## config.mk

```make
export PLATFORM = sky130hd
export DESIGN_NAME = teclado_matriz_flat
export DESIGN_NICKNAME = d
export VERILOG_FILES = /design/src/rtl/teclado_matriz_if.sv /design/src/rtl/teclado_matriz.sv /design/src/flat_wrapper.sv
export SDC_FILE = /design/constraint.sdc
export NUM_CORES = 1
export LEC_CHECK = 0
export ABC_AREA = 1
export CAP_MARGIN = 20
export CORE_MARGIN = 2
export CORE_UTILIZATION = 51
export CTS_CLUSTER_SIZE = 10
export DETAILED_ROUTE_END_ITERATION = 8
export GPL_ROUTABILITY_DRIVEN = 0
export PLACE_DENSITY = 0.79
export SYNTH_ARGS = -nofsm -noshare
export SYNTH_HDL_FRONTEND = slang
export SYNTH_SLANG_ARGS = --single-unit
```

## constraint.sdc

```tcl
create_clock -name clk -period 1.45 [get_ports clk]
set_input_delay 0.2175 -clock clk [delete_from_list [all_inputs] [get_ports clk]]
set_output_delay 0.2175 -clock clk [all_outputs]
set_load 0.05 [all_outputs]
```

## src/rtl/teclado_matriz_if.sv

```systemverilog
// Keypad bus: row sense lines in, column drive and key event outputs.
// master = scanning controller, slave = keypad/consumer side.
interface teclado_matriz_if #(
   parameter int N_FILAS = 4,
   parameter int N_COLS  = 4
);
   localparam int CODE_W = $clog2(N_FILAS * N_COLS);

   logic [N_FILAS-1:0] filas;
   logic [N_COLS-1:0]  columnas;
   logic [CODE_W-1:0]  tecla_codigo;
   logic               tecla_valida;
   logic               tecla_presionada;
   logic               tecla_liberada;

   modport master (
      input  filas,
      output columnas,
      output tecla_codigo,
      output tecla_valida,
      output tecla_presionada,
      output tecla_liberada
   );

   modport slave (
      output filas,
      input  columnas,
      input  tecla_codigo,
      input  tecla_valida,
      input  tecla_presionada,
      input  tecla_liberada
   );
endinterface

```

## src/rtl/teclado_matriz.sv

```systemverilog
// Matrix keypad scanner: drives one-cold columns, senses active-low rows
// through a 2-flop synchronizer, debounces press and release of a single
// key and reports its code with press/release strobes and a held level.
module teclado_matriz #(
   parameter int N_FILAS      = 4,
   parameter int N_COLS       = 4,
   parameter int SCAN_DIV     = 4,
   parameter int DEBOUNCE_CYC = 8
) (
   input  logic             clk,
   input  logic             rst,
   teclado_matriz_if.master kbd
);
   localparam int CODE_W = $clog2(N_FILAS * N_COLS);
   localparam int ROW_W  = $clog2(N_FILAS);
   localparam int COL_W  = $clog2(N_COLS);
   localparam int DIV_W  = $clog2(SCAN_DIV);
   localparam int CNT_W  = $clog2(DEBOUNCE_CYC + 1);

   localparam logic [DIV_W-1:0] DIV_LAST = DIV_W'(SCAN_DIV - 1);
   localparam logic [CNT_W-1:0] CNT_LAST = CNT_W'(DEBOUNCE_CYC - 1);
   localparam logic [COL_W-1:0] COL_LAST = COL_W'(N_COLS - 1);

   typedef enum logic [1:0] {
      SCAN     = 2'd0,
      DEBOUNCE = 2'd1,
      PRESSED  = 2'd2,
      RELEASE  = 2'd3
   } estado_t;

   // One-cold drive pattern for a column index
   function automatic logic [N_COLS-1:0] f_drive(input logic [COL_W-1:0] col);
      f_drive = ~(N_COLS'(1) << col);
   endfunction

   // Next column in scan order, wrapping to column 0
   function automatic logic [COL_W-1:0] f_col_sig(input logic [COL_W-1:0] col);
      f_col_sig = (col == COL_LAST) ? '0 : col + COL_W'(1);
   endfunction

   estado_t            r_estado;
   logic [N_FILAS-1:0] r_filas_m;
   logic [N_FILAS-1:0] r_filas_s;
   logic [COL_W-1:0]   r_col_p1;
   logic [COL_W-1:0]   r_col_p2;
   logic [COL_W-1:0]   r_col;
   logic [DIV_W-1:0]   r_div;
   logic [CNT_W-1:0]   r_cnt;
   logic [ROW_W-1:0]   r_fila;
   logic [N_FILAS-1:0] r_patron;
   logic [N_COLS-1:0]  r_columnas;
   logic [CODE_W-1:0]  r_codigo;
   logic               r_valida;
   logic               r_presionada;
   logic               r_liberada;

   logic [N_FILAS-1:0] w_bajos;
   logic               w_una;
   logic [ROW_W-1:0]   w_fila;
   logic               w_fila_alta;
   logic               w_col_ok;
   logic [COL_W-1:0]   w_col_sig;
   logic [CODE_W-1:0]  w_codigo;

   assign w_bajos     = ~r_filas_s;
   assign w_una       = (w_bajos != '0) && ((w_bajos & (w_bajos - N_FILAS'(1))) == '0);
   assign w_fila_alta = r_filas_s[r_fila];
   // r_col_p2 is the column that was driven when r_filas_s was captured at
   // the pins, so the sensed rows belong to r_col only when they agree.
   assign w_col_ok    = (r_col_p2 == r_col);
   assign w_col_sig   = f_col_sig(r_col);
   assign w_codigo    = CODE_W'(int'(r_fila) * N_COLS + int'(r_col));

   // Index of the (single) low row in the synchronized sample
   always_comb begin
      w_fila = '0;
      for (int r = 0; r < N_FILAS; r++) begin
         if (w_bajos[r]) w_fila = ROW_W'(r);
      end
   end

   // Row synchronizer plus column-index delay line aligned with it
   always_ff @(posedge clk) begin
      if (rst) begin
         r_filas_m <= '1;
         r_filas_s <= '1;
         r_col_p1  <= '0;
         r_col_p2  <= '0;
      end else begin
         r_filas_m <= kbd.filas;
         r_filas_s <= r_filas_m;
         r_col_p1  <= r_col;
         r_col_p2  <= r_col_p1;
      end
   end

   // Scan / debounce / pressed / release state machine with registered outputs
   always_ff @(posedge clk) begin
      if (rst) begin
         r_estado     <= SCAN;
         r_col        <= '0;
         r_div        <= '0;
         r_cnt        <= '0;
         r_fila       <= '0;
         r_patron     <= '1;
         r_columnas   <= f_drive('0);
         r_codigo     <= '0;
         r_valida     <= 1'b0;
         r_presionada <= 1'b0;
         r_liberada   <= 1'b0;
      end else begin
         r_valida   <= 1'b0;
         r_liberada <= 1'b0;
         case (r_estado)
            SCAN: begin
               if (r_div != DIV_LAST) begin
                  r_div <= r_div + DIV_W'(1);
               end else begin
                  r_div <= '0;
                  if (w_una) begin
                     // Attribute the sample to the column that produced it;
                     // with short dwell that is the previous column.
                     r_fila     <= w_fila;
                     r_patron   <= r_filas_s;
                     r_cnt      <= '0;
                     r_col      <= r_col_p2;
                     r_columnas <= f_drive(r_col_p2);
                     r_estado   <= DEBOUNCE;
                  end else begin
                     r_col      <= w_col_sig;
                     r_columnas <= f_drive(w_col_sig);
                  end
               end
            end
            DEBOUNCE: begin
               // Rows still reflecting another column are neither matches
               // nor mismatches; just wait for the pipeline to catch up.
               if (w_col_ok) begin
                  if (r_filas_s != r_patron) begin
                     r_cnt      <= '0;
                     r_div      <= '0;
                     r_col      <= w_col_sig;
                     r_columnas <= f_drive(w_col_sig);
                     r_estado   <= SCAN;
                  end else if (r_cnt == CNT_LAST) begin
                     r_cnt        <= '0;
                     r_codigo     <= w_codigo;
                     r_valida     <= 1'b1;
                     r_presionada <= 1'b1;
                     r_estado     <= PRESSED;
                  end else begin
                     r_cnt <= r_cnt + CNT_W'(1);
                  end
               end
            end
            PRESSED: begin
               if (w_fila_alta) begin
                  r_cnt    <= '0;
                  r_estado <= RELEASE;
               end
            end
            RELEASE: begin
               if (!w_fila_alta) begin
                  r_cnt    <= '0;
                  r_estado <= PRESSED;
               end else if (r_cnt == CNT_LAST) begin
                  r_cnt        <= '0;
                  r_div        <= '0;
                  r_presionada <= 1'b0;
                  r_liberada   <= 1'b1;
                  r_col        <= w_col_sig;
                  r_columnas   <= f_drive(w_col_sig);
                  r_estado     <= SCAN;
               end else begin
                  r_cnt <= r_cnt + CNT_W'(1);
               end
            end
            default: r_estado <= SCAN;
         endcase
      end
   end

   assign kbd.columnas         = r_columnas;
   assign kbd.tecla_codigo     = r_codigo;
   assign kbd.tecla_valida     = r_valida;
   assign kbd.tecla_presionada = r_presionada;
   assign kbd.tecla_liberada   = r_liberada;
endmodule

```

## src/flat_wrapper.sv

```systemverilog
// flat-port wrapper written by rule: the top's interface ports become plain ports
module teclado_matriz_flat 
#(
   parameter int N_FILAS      = 4,
   parameter int N_COLS       = 4,
   parameter int SCAN_DIV     = 4,
   parameter int DEBOUNCE_CYC = 8
)
  (clk, rst, kbd_filas, kbd_columnas, kbd_tecla_codigo, kbd_tecla_valida, kbd_tecla_presionada, kbd_tecla_liberada);
  teclado_matriz_if #(.N_FILAS(N_FILAS), .N_COLS(N_COLS)) kbd_i ();
  input  logic clk;
  input  logic rst;
  input wire logic [$bits(kbd_i.filas)-1:0] kbd_filas;
  output wire logic [$bits(kbd_i.columnas)-1:0] kbd_columnas;
  output wire logic [$bits(kbd_i.tecla_codigo)-1:0] kbd_tecla_codigo;
  output wire logic [$bits(kbd_i.tecla_valida)-1:0] kbd_tecla_valida;
  output wire logic [$bits(kbd_i.tecla_presionada)-1:0] kbd_tecla_presionada;
  output wire logic [$bits(kbd_i.tecla_liberada)-1:0] kbd_tecla_liberada;
  assign kbd_i.filas = kbd_filas;
  assign kbd_columnas = kbd_i.columnas;
  assign kbd_tecla_codigo = kbd_i.tecla_codigo;
  assign kbd_tecla_valida = kbd_i.tecla_valida;
  assign kbd_tecla_presionada = kbd_i.tecla_presionada;
  assign kbd_tecla_liberada = kbd_i.tecla_liberada;
  teclado_matriz #(.N_FILAS(N_FILAS), .N_COLS(N_COLS), .SCAN_DIV(SCAN_DIV), .DEBOUNCE_CYC(DEBOUNCE_CYC)) u_core (.clk(clk), .rst(rst), .kbd(kbd_i));
endmodule
```

# Yosys cells after proc, flatten, opt, wreduce, memory -nomap -nowiden
# Cells that the tools add are included.
# totals
elab_cells	116
output_inout_bits	11
register_bits	39
# op_classes
n_eq_ne	19
reduce_logical	15
n_lt_le_gt_ge	1
add_sub_neg	5
shifts	2
muxes	49
n_bitwise	10
# op_table
operator	n
$mux 4	13
$mux 2	21
$reduce_and 6->1	3
$pmux 4 s4	1
$ne 2x1->1 const B	7
$not 4->4	3
$pmux 2 s3	2
$pmux 4 s3	1
$mux 1	8
$pmux 2 s4	1
$reduce_and 4->1	2
$shl 1x2->4 const A	2
$eq 2x2->1 const B	3
$ne 2x2->1 const B	3
$not 1->1	6
$reduce_and 5->1	1
$add 2x1->2 const B	2
$add 4x1->4 const B	1
$add 4x2->4	1
$and 4x4->4	1
$eq 4x3->1 const B	1
$logic_not 4->1	1
$ne 4x4->1	1
$reduce_bool 4->1	1
other kinds (15)	15

# Logic depth before layout (Yosys ltp)
# depth
depth_word	8
ltp_mapped	12
mapped_depth_nobuf	12

# Worst setup path before layout
# Ideal clock, no wire load.
# synth_path
kind	flip-flop to flip-flop
startpoint	register u_core.r_cnt[0]
endpoint	register u_core.r_columnas[0] (netlist: u_core.kbd.columnas[0])
setup_time_ps	113
path_slack_ps	11
required_ps	1337
arrival_time_ps	1326
n_path_buf	0
stages_incl_launch_ff	11
path_cell_list	dfxtp_1 > ha_1 > nand2_2 > nor2_4 > nand2_2 > nand2_1 > nand2_2 > nor2_4 > nand3_4 > nor2_1 > nor2_1
# synth_between
elab_chain_cells	3
# synth_rtl
element	line_no	source
start: declaration	teclado_matriz.sv:48	logic [CNT_W-1:0] r_cnt;
start signal: assignment	teclado_matriz.sv:152	r_cnt <= r_cnt + CNT_W'(1);
start signal: assignment	teclado_matriz.sv:175	r_cnt <= r_cnt + CNT_W'(1);
$eq 4x3->1	teclado_matriz.sv:166	end else if (r_cnt == CNT_LAST) begin
$ne 2x1->1 (no line)	n/a	
$reduce_and 6->1 (no line)	n/a	
end signal: assignment	teclado_matriz.sv:131	r_columnas <= f_drive(w_col_sig);
end signal: assignment	teclado_matriz.sv:143	r_columnas <= f_drive(w_col_sig);
end signal: assignment	teclado_matriz.sv:172	r_columnas <= f_drive(w_col_sig);
end: declaration	teclado_matriz.sv:51	logic [N_COLS-1:0] r_columnas;
# No other way between the ends.
# A chain may end at the register's enable or synchronous reset.

# Worst setup path in the final report
# layout_path
startpoint	register u_core.r_cnt[1]
endpoint	register u_core.r_estado[1]
# layout_between
elab_chain_cells	3
# layout_rtl
element	line_no	source
$eq 4x3->1 (*)	teclado_matriz.sv:145, teclado_matriz.sv:166	
$ne 3x3->1 (no line) or $ne 3x1->1 (tied branches)	n/a	
$reduce_and 6->1 (no line) (*)	n/a	
end signal: assignment	teclado_matriz.sv:144	r_estado <= SCAN;
end signal: assignment	teclado_matriz.sv:150	r_estado <= PRESSED;
end signal: assignment	teclado_matriz.sv:165	r_estado <= PRESSED;
end: declaration	teclado_matriz.sv:41	estado_t r_estado;
# Mark *: on every way between the ends. The rest lies on a longest branch, timed or not.

==> key figures <==
Worst setup path
  – Critical path arrival: approximately 1.7 ns
  – Max incr delay on CP: 0.34 ns
  – Worst flop-to-flop path endpoint: u_core.r_estado[1]
  – Reg2Reg Setup Slack: -0.05 ns
  – CP most frequent cell: buf_4
  – CP Class: reg -> reg
  – Worst r2r path cells: 8
  – Critical Path Start Type: flip-flop
  – Crit path max fanout: 4
  – Worst path slowest cell: dfxtp_2
  – Crit path cell chain: ha_4, nand2_4, nor2_4, buf_4, buf_4, o31ai_1, inv_1, a21oi_2
  – Worst endpoint required time: 1.69 ns
  – Worst R2R Start: u_core.r_cnt[1]
  – Critical path capture point type: flip-flop

STA
  – Final worst path period share: 104%
  – Skew final: 0.00746 ns
  – Final worst setup slack: -0.0530 ns
  – FMAX: between 600 and 700 MHz
  – Worst-Margin Slew: ~0.3 ns
  – Final hold vios: 0
  – Fin. max-slew vios: 0
  – Crit path time final: ~1.5 ns
  – RSZ-0062 raised after global routing: true
  – Final Setup Violations: 2
  – Slew headroom: about four fifths

Global route
  – M1 GR Usage: around 25%
  – GR Util met3: under 10%
  – Grt peak-use layer: met2
  – Gr usage total: 21.0%
  – First-pass GRT wire length: just over 7 mm
  – Largest net degree at the start of global routing: 15
  – GRT Residual Overflow: 0
  – Vias in the first global route: approximately 1700
  – Met2 Usage GRT: ~37%
  – Antenna violations before repair: 0

Clock tree
  – Reg clk slew, reported paths: roughly 0.080 ns
  – Clock Path Buffers: 2
  – Skew-Pair Late Insertion Delay: ~0.3 ns
  – Number of clock sinks: 39
  – CTS tree: done
  – TritonCTS Buffers: 5
  – Hold_buf cts: 0
  – Htree depth: 2
  – CTS Root Cell: clkbuf_8

Route
  – Vias: between 1500 and 2000
  – Avg WL per Cell: 12.0 um
  – # DRC: 0
  – Wirelength, routed: roughly 4.4 mm
  – Routed Antenna Nets: 0
  – Drt pass-1 iters: 4
  – 1st-iter DRT viols: 109
  – Vias per inst: 4.95

Synth
  – Post-Syn Area: 0.00194 sq mm
  – Cells after Synth: about 270
  – Main combinational cell family by area after synthesis: simple AND/OR/NAND/NOR gates
  – Flip-flop and latch count after synthesis: 39
  – Ys Warns: 0
  – Largest cells by area after synthesis: dfxtp_1, nand2_1, inv_1
  – Mapped Nets: about 290
  – Multiplexer share of the synthesized area: 0%
  – Syn_area_per_cell: ~7.1 sq um
  – Synth Area in Adders: between 3 and 4%
  – Sequential area share after synthesis: between 40% and 50%
  – Post-synth top area cell: dfxtp_1
  – Netlist cell types: 28
  – Post-synthesis compound-gate area fraction: under 10%
  – Post-synthesis simple-gate area fraction: between 30% and 40%
  – Top-area cell type share of the netlist area: between 40% and 50%
  – Post-synthesis xor/xnor area fraction: between 1 and 1.5%

Power
  – Pwr Density: about 1200 mW/mm^2
  – VDD IR-drop max: around 1.1 mV
  – Lkg Pwr: 1.35 nW

Floorplan
  – Floorplan core area: 0.00366 sq mm
  – Die area: 0.00431 sq mm
  – I/O pin total: 17
  – Initial core utilization: 52.9%
  – Height of the die: approximately 66 um
  – Die X: roughly 66 um
  – FP Rows: 22

Place
  – IO Port Bufs: 16
  – Detail Placement HPWL: ~2.9 mm
  – Dpl cells: between 300 and 400

Layout
  – Fin cells: between 300 and 400
  – Area delta synth->final: 39.9%
  – Filler Cells Inserted: 270
  – Most frequent cells in the layout: nand2_1, buf_4, inv_1, dfxtp_1, nor2_1
  – Fin util: 74.0%
  – Final #Nets: between 300 and 400
  – Share of cells above drive strength 1: 38.2%
  – Antenna Diode Count: 0
  – Commonest non-fill, non-tap cell in the layout: nand2_1

Min path
  – Hold crit path type: reg -> reg
  – Hold Path Sink: u_core.r_col_p2[1]
  – Hold path start: u_core.r_col_p1[1]
  – Hold path cells: 2

Flow run
  – Max-capacitance violation count: 0

Run status
  – Violated checks: setup timing
  – Status: complete, but fails checks
report_power, final:
part           leakage, nW  switching [mW]  internal (mW)  total [mW]
Sequential           0.321           0.121           1.20        1.32
Clock               0.0443           0.413          0.344       0.756
Combinational        0.981           0.707          0.548        1.25
Total                 1.35            1.24           2.09        3.33
per-layer routing:
layer  up-vias  routed length (um)
li1        947                   -
met1       836                1920
met5         -                   0
met3        11                 156
met2        39                2270
met4         0                  84
critical path: cells and delay by family, from the launching register on:
family,cells,cell delay (ns)
flops,1,0.34
simple gates,2,0.10
fa+ha+maj,1,0.17
compound gates,2,0.45
buf+inv,3,0.39
cell usage after synthesis (all sizes together):
master	n
xnor2	1
or2	8
nand4	1
buf	3
clkbuf	2
o21ai	8
nand3	22
nor3	2
xor2	2
o211ai	3
a21oi	13
ha	6
nor2	34
dfxtp	39
nand2	92
inv	36
o31ai	1
registers in the layout (all words and copies together) (netlist names):
| name | cells |
|---|---|
| u_core.kbd.columnas | 4 |
| u_core.kbd.tecla_codigo | 4 |
| u_core.kbd.tecla_liberada | 1 |
| u_core.kbd.tecla_presionada | 1 |
| u_core.kbd.tecla_valida | 1 |
| u_core.r_cnt | 4 |
| u_core.r_col | 2 |
| u_core.r_col_p1 | 2 |
| u_core.r_col_p2 | 2 |
| u_core.r_div | 2 |
| u_core.r_estado | 2 |
| u_core.r_fila | 2 |
| u_core.r_filas_m | 4 |
| u_core.r_filas_s | 4 |
| u_core.r_patron | 4 |
worst max path at each step:
stage	startpoint	slack (ns)	cells past startpoint	to
final	u_core.r_cnt[1]	-0.05	8	u_core.r_estado[1]
after global routing	u_core.r_cnt[1]	-0.14	8	u_core.r_estado[1]
after floorplan	u_core.r_cnt[0]	0.01	10	u_core.kbd.columnas[0]
after CTS	u_core.r_cnt[0]	-0.01	11	u_core.kbd.columnas[0]
after global placement	u_core.r_cnt[0]	-0.04	10	u_core.kbd.columnas[0]
after detailed placement	u_core.r_cnt[0]	-0.06	10	u_core.kbd.columnas[0]
layout make-up:
class                      instances  area, sq um  area share [%]
clock buffer                       5         68.8            2.54
timing repair buffer              45          465            17.2
inverter                          36          143            5.27
sequential                        39          808            29.8
multi-input combinational        194         1140            42.0
tap                               48         60.1            2.22
clock inverter                     3         25.0           0.924
cell families after synthesis:
family | count (synthesis)
adders and majority gates | 6
DFF | 39
xor gates and xnor gates | 3
buffers and inverters | 41
and+or+nand+nor | 159
AOI/OAI and AO/OA | 25
through the flow:
step	worst slack [ns]	setup TNS (ns)	area (sq um)	power [mW]	hold slack (ns)
after detailed placement	-0.0614	-0.271	2350	2.42	0.399
after global placement	-0.0438	-0.0601	2350	2.39	0.390
after floorplan	0.0108	0	1940	2.00	0.321
after global routing	-0.145	-1.29	2710	3.55	0.420
final	-0.0530	-0.0550	2710	3.33	0.404
after CTS	-0.0134	-0.0134	2510	3.20	0.413
what timing repair did:
action,in CTS,in global routing
pin swaps,6,12
endpoints found under the setup margin,9,23
gates cloned,1,0
resized for setup,14,54
buffers inserted,2,7
No activity file was read; power rests on OpenSTA's default activity.
